==> src/rtl/euler_result_formatter_if.sv <==
// Byte stream from the result formatter toward the UART transmitter.
// The master drives data/valid and the slave answers with ready.
interface euler_result_formatter_if;
  logic [7:0] tx_data;
  logic       tx_valid;
  logic       tx_ready;

  modport master (output tx_data, output tx_valid, input tx_ready);
  modport slave  (input tx_data, input tx_valid, output tx_ready);
endinterface

==> src/rtl/euler_result_formatter.sv <==
// Captures a solver result, converts it to BCD with a serial double-dabble and
// streams it as ASCII digits (or "OVF") with an optional CR LF terminator.
module euler_result_formatter #(
  parameter int WIDTH        = 32,
  parameter int DIGITS       = 10,
  parameter int EMIT_NEWLINE = 1
) (
  input  logic                     clk,
  input  logic                     rst,
  input  logic                     start,
  input  logic [WIDTH-1:0]         value,
  input  logic                     overflow,
  euler_result_formatter_if.master tx,
  output logic                     busy,
  output logic                     finished
);

  localparam int BW = 4 * DIGITS;
  localparam int PW = (DIGITS > 1) ? $clog2(DIGITS) : 1;
  localparam logic [WIDTH-1:0] LAST_ITER = WIDTH'(WIDTH - 1);
  localparam logic [WIDTH-1:0] ONE_W     = WIDTH'(1);
  localparam logic [PW-1:0]    ONE_P     = PW'(1);

  typedef enum logic [2:0] {
    IDLE     = 3'd0,
    CONVERT  = 3'd1,
    SKIP     = 3'd2,
    EMIT_DIG = 3'd3,
    EMIT_OVF = 3'd4,
    EMIT_CR  = 3'd5,
    EMIT_LF  = 3'd6,
    FIN      = 3'd7
  } state_t;

  localparam state_t TERM_ST = (EMIT_NEWLINE != 0) ? EMIT_CR : FIN;

  state_t                state_r, state_s;
  logic [BW-1:0]         bcd_r, bcd_s;
  logic [WIDTH-1:0]      shift_r, shift_s;
  logic [WIDTH-1:0]      cnt_r, cnt_s;
  logic [PW-1:0]         ptr_r, ptr_s;
  logic [1:0]            ovf_idx_r, ovf_idx_s;
  logic [7:0]            tx_data_r, tx_data_s;
  logic                  tx_valid_r, tx_valid_s;
  logic                  busy_r, busy_s;
  logic                  fin_r, fin_s;
  logic [BW+WIDTH-1:0]   cat_s;
  logic                  hs_s;

  // Add-3 to every nibble >= 5; 4-bit wrap is safe since such a nibble stays <= 12.
  function automatic logic [BW-1:0] dabble(input logic [BW-1:0] b);
    logic [BW-1:0] r;
    r = b;
    for (int i = 0; i < DIGITS; i++) begin
      if (r[4*i +: 4] >= 4'd5) r[4*i +: 4] = r[4*i +: 4] + 4'd3;
    end
    return r;
  endfunction

  // Index of the most-significant nonzero digit, 0 when every digit is zero.
  function automatic logic [PW-1:0] msd(input logic [BW-1:0] b);
    logic [PW-1:0] p;
    p = {PW{1'b0}};
    for (int i = 0; i < DIGITS; i++) begin
      if (b[4*i +: 4] != 4'd0) p = PW'(i);
    end
    return p;
  endfunction

  function automatic logic [3:0] pick(input logic [BW-1:0] b, input logic [PW-1:0] p);
    logic [3:0] d;
    d = 4'h0;
    for (int i = 0; i < DIGITS; i++) begin
      if (p == PW'(i)) d = b[4*i +: 4];
    end
    return d;
  endfunction

  assign hs_s        = tx_valid_r & tx.tx_ready;
  assign tx.tx_data  = tx_data_r;
  assign tx.tx_valid = tx_valid_r;
  assign busy        = busy_r;
  assign finished    = fin_r;

  // Next-state and datapath update for the conversion/emit sequence.
  always_comb begin
    state_s   = state_r;
    bcd_s     = bcd_r;
    shift_s   = shift_r;
    cnt_s     = cnt_r;
    ptr_s     = ptr_r;
    ovf_idx_s = ovf_idx_r;
    cat_s     = {dabble(bcd_r), shift_r};
    case (state_r)
      IDLE: begin
        if (start) begin
          shift_s   = value;
          bcd_s     = {BW{1'b0}};
          cnt_s     = {WIDTH{1'b0}};
          ptr_s     = {PW{1'b0}};
          ovf_idx_s = 2'd0;
          state_s   = overflow ? EMIT_OVF : CONVERT;
        end else begin
          state_s = IDLE;
        end
      end
      CONVERT: begin
        bcd_s   = cat_s[BW+WIDTH-2:WIDTH-1];
        shift_s = {cat_s[WIDTH-2:0], 1'b0};
        cnt_s   = cnt_r + ONE_W;
        if (cnt_r == LAST_ITER) state_s = SKIP;
        else                    state_s = CONVERT;
      end
      SKIP: begin
        ptr_s   = msd(bcd_r);
        state_s = EMIT_DIG;
      end
      EMIT_DIG: begin
        if (hs_s) begin
          if (ptr_r == {PW{1'b0}}) state_s = TERM_ST;
          else                     ptr_s   = ptr_r - ONE_P;
        end else begin
          state_s = EMIT_DIG;
        end
      end
      EMIT_OVF: begin
        if (hs_s) begin
          if (ovf_idx_r == 2'd2) state_s   = TERM_ST;
          else                   ovf_idx_s = ovf_idx_r + 2'd1;
        end else begin
          state_s = EMIT_OVF;
        end
      end
      EMIT_CR: begin
        if (hs_s) state_s = EMIT_LF;
        else      state_s = EMIT_CR;
      end
      EMIT_LF: begin
        if (hs_s) state_s = FIN;
        else      state_s = EMIT_LF;
      end
      FIN:     state_s = IDLE;
      default: state_s = IDLE;
    endcase
  end

  // Output values decoded from the upcoming state so the outputs can be registered.
  always_comb begin
    tx_valid_s = 1'b0;
    tx_data_s  = 8'h00;
    busy_s     = (state_s != IDLE) && (state_s != FIN);
    fin_s      = (state_s == FIN);
    case (state_s)
      EMIT_DIG: begin
        tx_valid_s = 1'b1;
        tx_data_s  = 8'h30 + {4'h0, pick(bcd_s, ptr_s)};
      end
      EMIT_OVF: begin
        tx_valid_s = 1'b1;
        case (ovf_idx_s)
          2'd0:    tx_data_s = 8'h4F;
          2'd1:    tx_data_s = 8'h56;
          default: tx_data_s = 8'h46;
        endcase
      end
      EMIT_CR: begin
        tx_valid_s = 1'b1;
        tx_data_s  = 8'h0D;
      end
      EMIT_LF: begin
        tx_valid_s = 1'b1;
        tx_data_s  = 8'h0A;
      end
      default: begin
        tx_valid_s = 1'b0;
        tx_data_s  = 8'h00;
      end
    endcase
  end

  // State, datapath and output registers.
  always_ff @(posedge clk) begin
    if (rst) begin
      state_r    <= IDLE;
      bcd_r      <= {BW{1'b0}};
      shift_r    <= {WIDTH{1'b0}};
      cnt_r      <= {WIDTH{1'b0}};
      ptr_r      <= {PW{1'b0}};
      ovf_idx_r  <= 2'd0;
      tx_data_r  <= 8'h00;
      tx_valid_r <= 1'b0;
      busy_r     <= 1'b0;
      fin_r      <= 1'b0;
    end else begin
      state_r    <= state_s;
      bcd_r      <= bcd_s;
      shift_r    <= shift_s;
      cnt_r      <= cnt_s;
      ptr_r      <= ptr_s;
      ovf_idx_r  <= ovf_idx_s;
      tx_data_r  <= tx_data_s;
      tx_valid_r <= tx_valid_s;
      busy_r     <= busy_s;
      fin_r      <= fin_s;
    end
  end

endmodule
==> src/flat_wrapper.sv <==
// flat-port wrapper written by rule: the top's interface ports become plain ports
module euler_result_formatter_flat 
#(
  parameter int WIDTH        = 32,
  parameter int DIGITS       = 10,
  parameter int EMIT_NEWLINE = 1
)
  (clk, rst, start, value, overflow, busy, finished, tx_tx_data, tx_tx_valid, tx_tx_ready);
  euler_result_formatter_if tx_i ();
  input  logic clk;
  input  logic rst;
  input  logic start;
  input  logic [WIDTH-1:0] value;
  input  logic overflow;
  output logic busy;
  output logic finished;
  output wire logic [$bits(tx_i.tx_data)-1:0] tx_tx_data;
  output wire logic [$bits(tx_i.tx_valid)-1:0] tx_tx_valid;
  input wire logic [$bits(tx_i.tx_ready)-1:0] tx_tx_ready;
  assign tx_tx_data = tx_i.tx_data;
  assign tx_tx_valid = tx_i.tx_valid;
  assign tx_i.tx_ready = tx_tx_ready;
  euler_result_formatter #(.WIDTH(WIDTH), .DIGITS(DIGITS), .EMIT_NEWLINE(EMIT_NEWLINE)) u_core (.clk(clk), .rst(rst), .start(start), .value(value), .overflow(overflow), .tx(tx_i), .busy(busy), .finished(finished));
endmodule
==> config.mk <==
export PLATFORM = sky130hd
export DESIGN_NAME = euler_result_formatter_flat
export DESIGN_NICKNAME = d
export VERILOG_FILES = /design/src/rtl/euler_result_formatter_if.sv /design/src/rtl/euler_result_formatter.sv /design/src/flat_wrapper.sv
export SDC_FILE = /design/constraint.sdc
export NUM_CORES = 1
export LEC_CHECK = 0
export CAP_MARGIN = 0
export CORE_MARGIN = 3
export CORE_UTILIZATION = 59
export DETAILED_ROUTE_END_ITERATION = 7
export PLACE_DENSITY = 0.92
export SLEW_MARGIN = 10
export SYNTH_ARGS = -nofsm -noshare
export SYNTH_HDL_FRONTEND = slang
export SYNTH_SLANG_ARGS = --single-unit
==> constraint.sdc <==
create_clock -name clk -period 3.4 [get_ports clk]
set_clock_uncertainty 0.05 [all_clocks]
set_input_delay 0.51 -clock clk [delete_from_list [all_inputs] [get_ports clk]]
set_output_delay 0.51 -clock clk [all_outputs]
set_load 0.01 [all_outputs]
After elaboration in Yosys (flattened, before gate mapping)
Index checks and enable logic that the tools add are counted.
{"block": "op_classes", "magnitude_cmp": 10, "eq_ne": 26, "n_reduce_logical": 18, "muxes": 57, "div": 0, "shift": 0, "add_sub_neg": 14, "bitwise": 1, "mul": 0}
{"operator": "one-hot mux 32 bit (2 select lines)", "n": 2}
{"operator": "2-to-1 mux 4 bit", "n": 25}
{"operator": "one-hot mux 40 bit (2 select lines)", "n": 1}
{"operator": "2-to-1 mux 32 bit", "n": 2}
{"operator": "greater-or-equal comparator 4 x 3 -> 1 bit, second input constant", "n": 10}
{"operator": "2-to-1 mux 40 bit", "n": 1}
{"operator": "adder 4 x 2 -> 4 bit, second input constant", "n": 9}
{"operator": "nonzero test 4 bit", "n": 9}
{"operator": "2-to-1 mux 3 bit", "n": 11}
{"operator": "adder 32 x 1 -> 32 bit, second input constant", "n": 1}
{"operator": "== test 32 x 5 -> 1 bit, second input constant", "n": 1}
{"operator": "one-hot mux 8 bit (4 select lines)", "n": 1}
{"operator": "== test 3 bit, second input constant", "n": 8}
{"operator": "one-hot mux 3 bit (8 select lines)", "n": 1}
{"operator": "== test 4 x 3 -> 1 bit, second input constant", "n": 4}
{"operator": "2-to-1 mux 2 bit", "n": 7}
{"operator": "one-hot mux 4 bit (3 select lines)", "n": 1}
{"operator": "one-hot mux 5 bit (2 select lines)", "n": 1}
{"operator": "== test 3 x 2 -> 1 bit, second input constant", "n": 3}
{"operator": "== test 4 x 2 -> 1 bit, second input constant", "n": 2}
{"operator": "== test 4 bit, second input constant", "n": 2}
{"operator": "zero test 4 bit", "n": 2}
{"operator": "adder 6 x 4 -> 7 bit, first input constant", "n": 1}
{"operator": "== test 4 x 1 -> 1 bit, second input constant", "n": 1}
{"operator": "other kinds (18)", "n": 20}
{"block": "word_totals", "ramBits": 0, "latch_bits": 0, "memories": 0, "wordCells": 136, "romBits": 0, "output_inout_bits": 11, "register_bits": 124}

Depth between registers and ports, before layout
{"block": "logic_depth", "word_depth": 25, "depth_mapped": 12, "ltp_nobuf": 10}

Worst setup path before layout
No wires, ideal clock.
{"block": "synth_path", "path_kind": "reg-to-reg", "start": "register u_core.bcd_r[20]", "end": "register u_core.tx_data_r[1], in the netlist u_core.tx.tx_data[1]", "slack_ps": 610, "stages_incl_launch_ff": 12, "required_time_ps": 3230, "arrival_time_ps": 2620, "cell_sequence": "dfxtp_1 > inv_1 > ha_1 > or3b_1 > a2111oi_4 > o211ai_2 > a21oi_4 > buf_6 > mux2_2 > a221oi_1 > nor3_1 > o31a_1"}
{"block": "synth_via", "elab_chain_len": 21, "word_cells_on_any_way": 35, "classes_between": "2 x add/sub; 1 x order compare; 9 x eq/ne; 21 x mux; 2 x reduce/logical"}
{"element": "from (decl)", "line": "euler_result_formatter.sv:38", "source": "logic [BW-1:0] bcd_r, bcd_s;"}
{"element": "from (signal assigned)", "line": "euler_result_formatter.sv:185", "source": "bcd_r <= {BW{1'b0}};"}
{"element": "from (signal assigned)", "line": "euler_result_formatter.sv:196", "source": "bcd_r <= bcd_s;"}
{"element": "nonzero test 4 bit", "line": "euler_result_formatter.sv:65", "source": "if (b[4*i +: 4] != 4'd0) p = PW'(i);"}
{"element": "2-to-1 mux 3 bit (3 in series)", "line": "euler_result_formatter.sv:65"}
{"element": "2-to-1 mux 4 bit (2 in series)", "line": "euler_result_formatter.sv:65"}
{"element": "one-hot mux 4 bit (3 select lines)", "line": "euler_result_formatter.sv:94", "source": "case (state_r)"}
{"element": "zero test 4 bit", "line": "euler_result_formatter.sv:74", "source": "if (p == PW'(i)) d = b[4*i +: 4];"}
{"element": "2-to-1 mux 4 bit (9 in series)", "line": "euler_result_formatter.sv:74"}
{"element": "2-to-1 mux 4 bit *", "line": "euler_result_formatter.sv:74"}
{"element": "2-to-1 mux 4 bit *", "line": "euler_result_formatter.sv:153", "source": "case (state_s)"}
{"element": "adder 6 x 4 -> 7 bit *", "line": "euler_result_formatter.sv:156", "source": "tx_data_s = 8'h30 + {4'h0, pick(bcd_s, ptr_s)};"}
{"element": "one-hot mux 8 bit (4 select lines) *", "line": "euler_result_formatter.sv:153"}
{"element": "to (signal assigned)", "line": "euler_result_formatter.sv:201", "source": "tx_data_r <= tx_data_s;"}
{"element": "to (decl)", "line": "euler_result_formatter.sv:43", "source": "logic [7:0] tx_data_r, tx_data_s;"}
Every way passes the cells marked *; elsewhere a longest branch is shown, timed or not. The select of a mux whose other input is x is not followed.
A chain may end at the register's enable or synchronous reset.

Final worst setup path
Ends and elaborated chain as after synthesis.

==> results by group <==
Global route
  • Grt ovf: 0
  • Global-route wire length before repair: 28.4 mm
  • Met2 Use GR: 0.426
  • Gr usage total: 0.269
  • Vias in the first global route: 6,083
  • Met3 usage: 0.0668
  • Largest net degree at the start of global routing: 78
  • Top Usage Layer GRT: met2
  • Met1 Track Usage GR: 0.345
  • Antenna violations before repair: 0

Clock network
  • Clk root buf: clkbuf_16
  • Worst-Skew Late Latency: 420 ps
  • # hold bufs at CTS: 0
  • Worst-path clk slew: 60 ps
  • H-tree depth: 4
  • TritonCTS Sinks: 123
  • Number of CTS-inserted buffers: 17
  • CTS tree: yes
  • Clk buf depth: 2

Synthesis
  • Post-synth top flop: dfxtp_1
  • Syn Area/Cell: 8.31 sq um
  • Post-synth ARST share: 0
  • Synthesized instance count: 823
  • Number of flops mapped to enable cells by yosys: 0
  • Cell accounting for the most synthesized area: dfxtp_1
  • Most frequent cell after synthesis: dfxtp_1
  • Yosys warnings: 0
  • Synth area leaders: dfxtp_1 (36%), a22oi_1 (6.0%), ha_1 (5.3%)
  • Post-Syn Nets: 889
  • Synth Cell Area: 6840 sq um
  • Commonest cells post-synth: dfxtp_1 (123), nor2_1 (91), nand2_1 (90), a21oi_1 (67), a22oi_1 (55)
  • Synth top area share: 0.360
  • Sequential fraction of the synthesis area: 0.360
  • Distinct cell type count after synthesis: 83
  • FF+latch count, synth: 123

Worst setup path
  • Critical path origin: u_core.bcd_r[20]
  • CP startpoint kind: flip-flop
  • RR Startpoint: u_core.bcd_r[20]
  • Req. time, crit path: 3660 ps
  • Reg-to-reg slack, setup: 150 ps
  • CP Max Fanout: 11
  • Setup crit end kind: flip-flop
  • CP Class: reg -> reg
  • CP arrival: 3510 ps

Flow run
  • Maxcap violations: 0

Floorplan
  • Die Wd: 114 microns
  • Core area: 11,100 sq um
  • Top-Level Pins: 48
  • Initial Util: 0.618
  • Die height: 114 microns
  • Die Area: 12,900 sq um
  • FP Rows: 38

Power and ir drop
  • Power Internal: 2.57 mW
  • Net Sw Frac: 0.273
  • Sw Pwr: 0.966 mW
  • Combinational share of power: 0.104
  • P_leak: 2.92 nW
  • Sequential share of power: 0.430
  • Peak supply drop: 418 uV
  • Pwr Density: 444 nW/um^2
  • Clk network pwr share: 0.466

Placement
  • HPWL after DPL: 11.2 mm
  • Final GP Congestion: 0.942
  • PortBufs: 46
  • Inst Count DP: 977

Cells and area
  • Area growth syn-to-layout: 16.3%
  • Share of post-route cells with drive strength above 1: 0.104
  • Finished Layout Cells: 1,009
  • Final net count: 922
  • Number of diodes: 0

Timing
  • Setup TNS: 0 ps
  • Maximum clock rate: 308 MHz
  • Minimum clock period: 3250 ps
  • Slew HR: 0.461
  • Unrepaired setup endpoints after global routing: false
  • Final number of setup-violating endpoints: 0
  • Slew Limit Fails: 0
  • Period utilization: 0.956
  • Final-report hold violation count: 0
  • Slew @ Worst Pin: 808 ps

Route
  • Vias: 6,447
  • DRC: 0
  • DRT antenna net count: 0
  • Starting DRT DRC Count: 614
  • WL final: 16.9 mm
  • DR vias/cell: 6.39
  • Drt first pass iters: 6
  • Detailed-route wire length per cell: 16.8 microns

Status
  • Status: completed

Min path
  • Hold Startpoint: u_core.shift_r[23]
  • Hold crit path type: reg -> reg
==> per-layer routing <==
metal  wire (microns)  vias to the layer above
met1             7270                     3039
met2             7850                      298
met3             1330                       43
met4              465                        0
li1                 -                     3067
met5                0                        -
==> power groups by stage <==
stage / combinational, mW / sequential, mW / clock, mW
floorplan: 0.239 / 1.54 / 0
finish: 0.368 / 1.52 / 1.65
global route: 0.401 / 1.52 / 1.74
CTS: 0.365 / 1.52 / 1.67
global placement: 0.354 / 1.54 / 0
detailed placement: 0.360 / 1.55 / 0
==> cells in the final DEF, fill, tap and decap left out, drive strengths merged, types with 4 or more instances in the layout <==
cell | netlist | layout
nand3 | 30 | 30
or3b | 5 | 5
nor2 | 92 | 92
and3 | 7 | 7
mux2i | 15 | 15
buf | 21 | 17
xnor2 | 10 | 10
dfxtp | 123 | 123
o211ai | 6 | 6
nand2 | 91 | 91
clkdlybuf4s50 | 0 | 45
nor2b | 10 | 10
o21ai | 31 | 31
a211oi | 7 | 7
nand4 | 6 | 6
o311a | 4 | 4
o21a | 8 | 8
nor4 | 12 | 12
a22oi | 55 | 55
o31ai | 12 | 12
clkbuf | 27 | 17
nand2b | 13 | 13
a21oi | 68 | 68
ha | 29 | 29
a21o | 4 | 4
inv | 28 | 34
clkinv | 0 | 8
nor3b | 17 | 17
a32oi | 9 | 9
nor3 | 9 | 9
mux2 | 15 | 15
==> state kept, by name, summed over array words and instances, names as in the netlist <==
register / count
u_core.bcd_r: 40
u_core.finished: 1
u_core.ptr_r: 4
u_core.tx.tx_data: 7
u_core.ovf_idx_r: 2
u_core.cnt_r: 32
u_core.tx.tx_valid: 1
u_core.busy: 1
u_core.state_r: 3
u_core.shift_r: 32
==> critical path, stage by stage, from the launching register on <==
cell and delay, ps:
dfxtp_1 340, inv_1 80, ha_1 210, or3b_1 470
a2111oi_4 330, o211ai_2 170, a21oi_4 400, mux2_2 400
a221oi_2 260, a211oi_1 120, o31a_1 300
==> metrics by stage <==
step / instance area [sq um] / hold WS, ps / utilization / total power [mW] / worst slack (ps)
2_1_floorplan: 6840 / 386 / - / 1.77 / 610
3_5_place_dp: 7410 / 396 / 0.669 / 1.91 / 115
4_1_cts: 7950 / 404 / 0.718 / 3.55 / 219
6_report: 7960 / 403 / 0.718 / 3.53 / 148
3_3_place_gp: 7410 / 391 / 0.669 / 1.90 / 199
5_1_grt: 7960 / 427 / 0.718 / 3.66 / 15.4
==> kinds of logic (layout without fill, tap and decap cells) <==
kind of cell	count (synthesis)	count (layout)	synth area share
compound gates	240	240	0.249
xor+xnor	11	11	0.0141
fa+ha+maj	29	29	0.0530
buf+inv	76	122	0.0470
flops	123	123	0.360
mux	30	30	0.0466
other cells	1	1	0.000548
simple gates	313	313	0.230
==> area by class of cell <==
| type | count | area, sq um |
|---|---|---|
| Multi-Input combinational cell | 624 | 4090 |
| Timing Repair Buffer | 62 | 591 |
| Clock inverter | 15 | 115 |
| Clock buffer | 17 | 425 |
| Inverter | 28 | 105 |
| Tap cell | 140 | 175 |
| Sequential cell | 123 | 2460 |
| Fill cell | 823 | 3120 |
==> repair_timing <==
| item | CTS | global route |
|---|---|---|
| buffers inserted | 0 | 0 |
| resized for setup | 0 | 1 |
| endpoints found under the setup margin | 0 | 1 |
==> path summary, 6_finish.rpt <==
kind / cells past startpoint / end
min: 2 / u_core.shift_r[23]
max reg2reg: 10 / u_core.tx.tx_data[1]
min reg2reg: 2 / u_core.shift_r[23]
max: 10 / u_core.tx.tx_data[1]
Note: power is estimated with default switching activity, not from simulation.
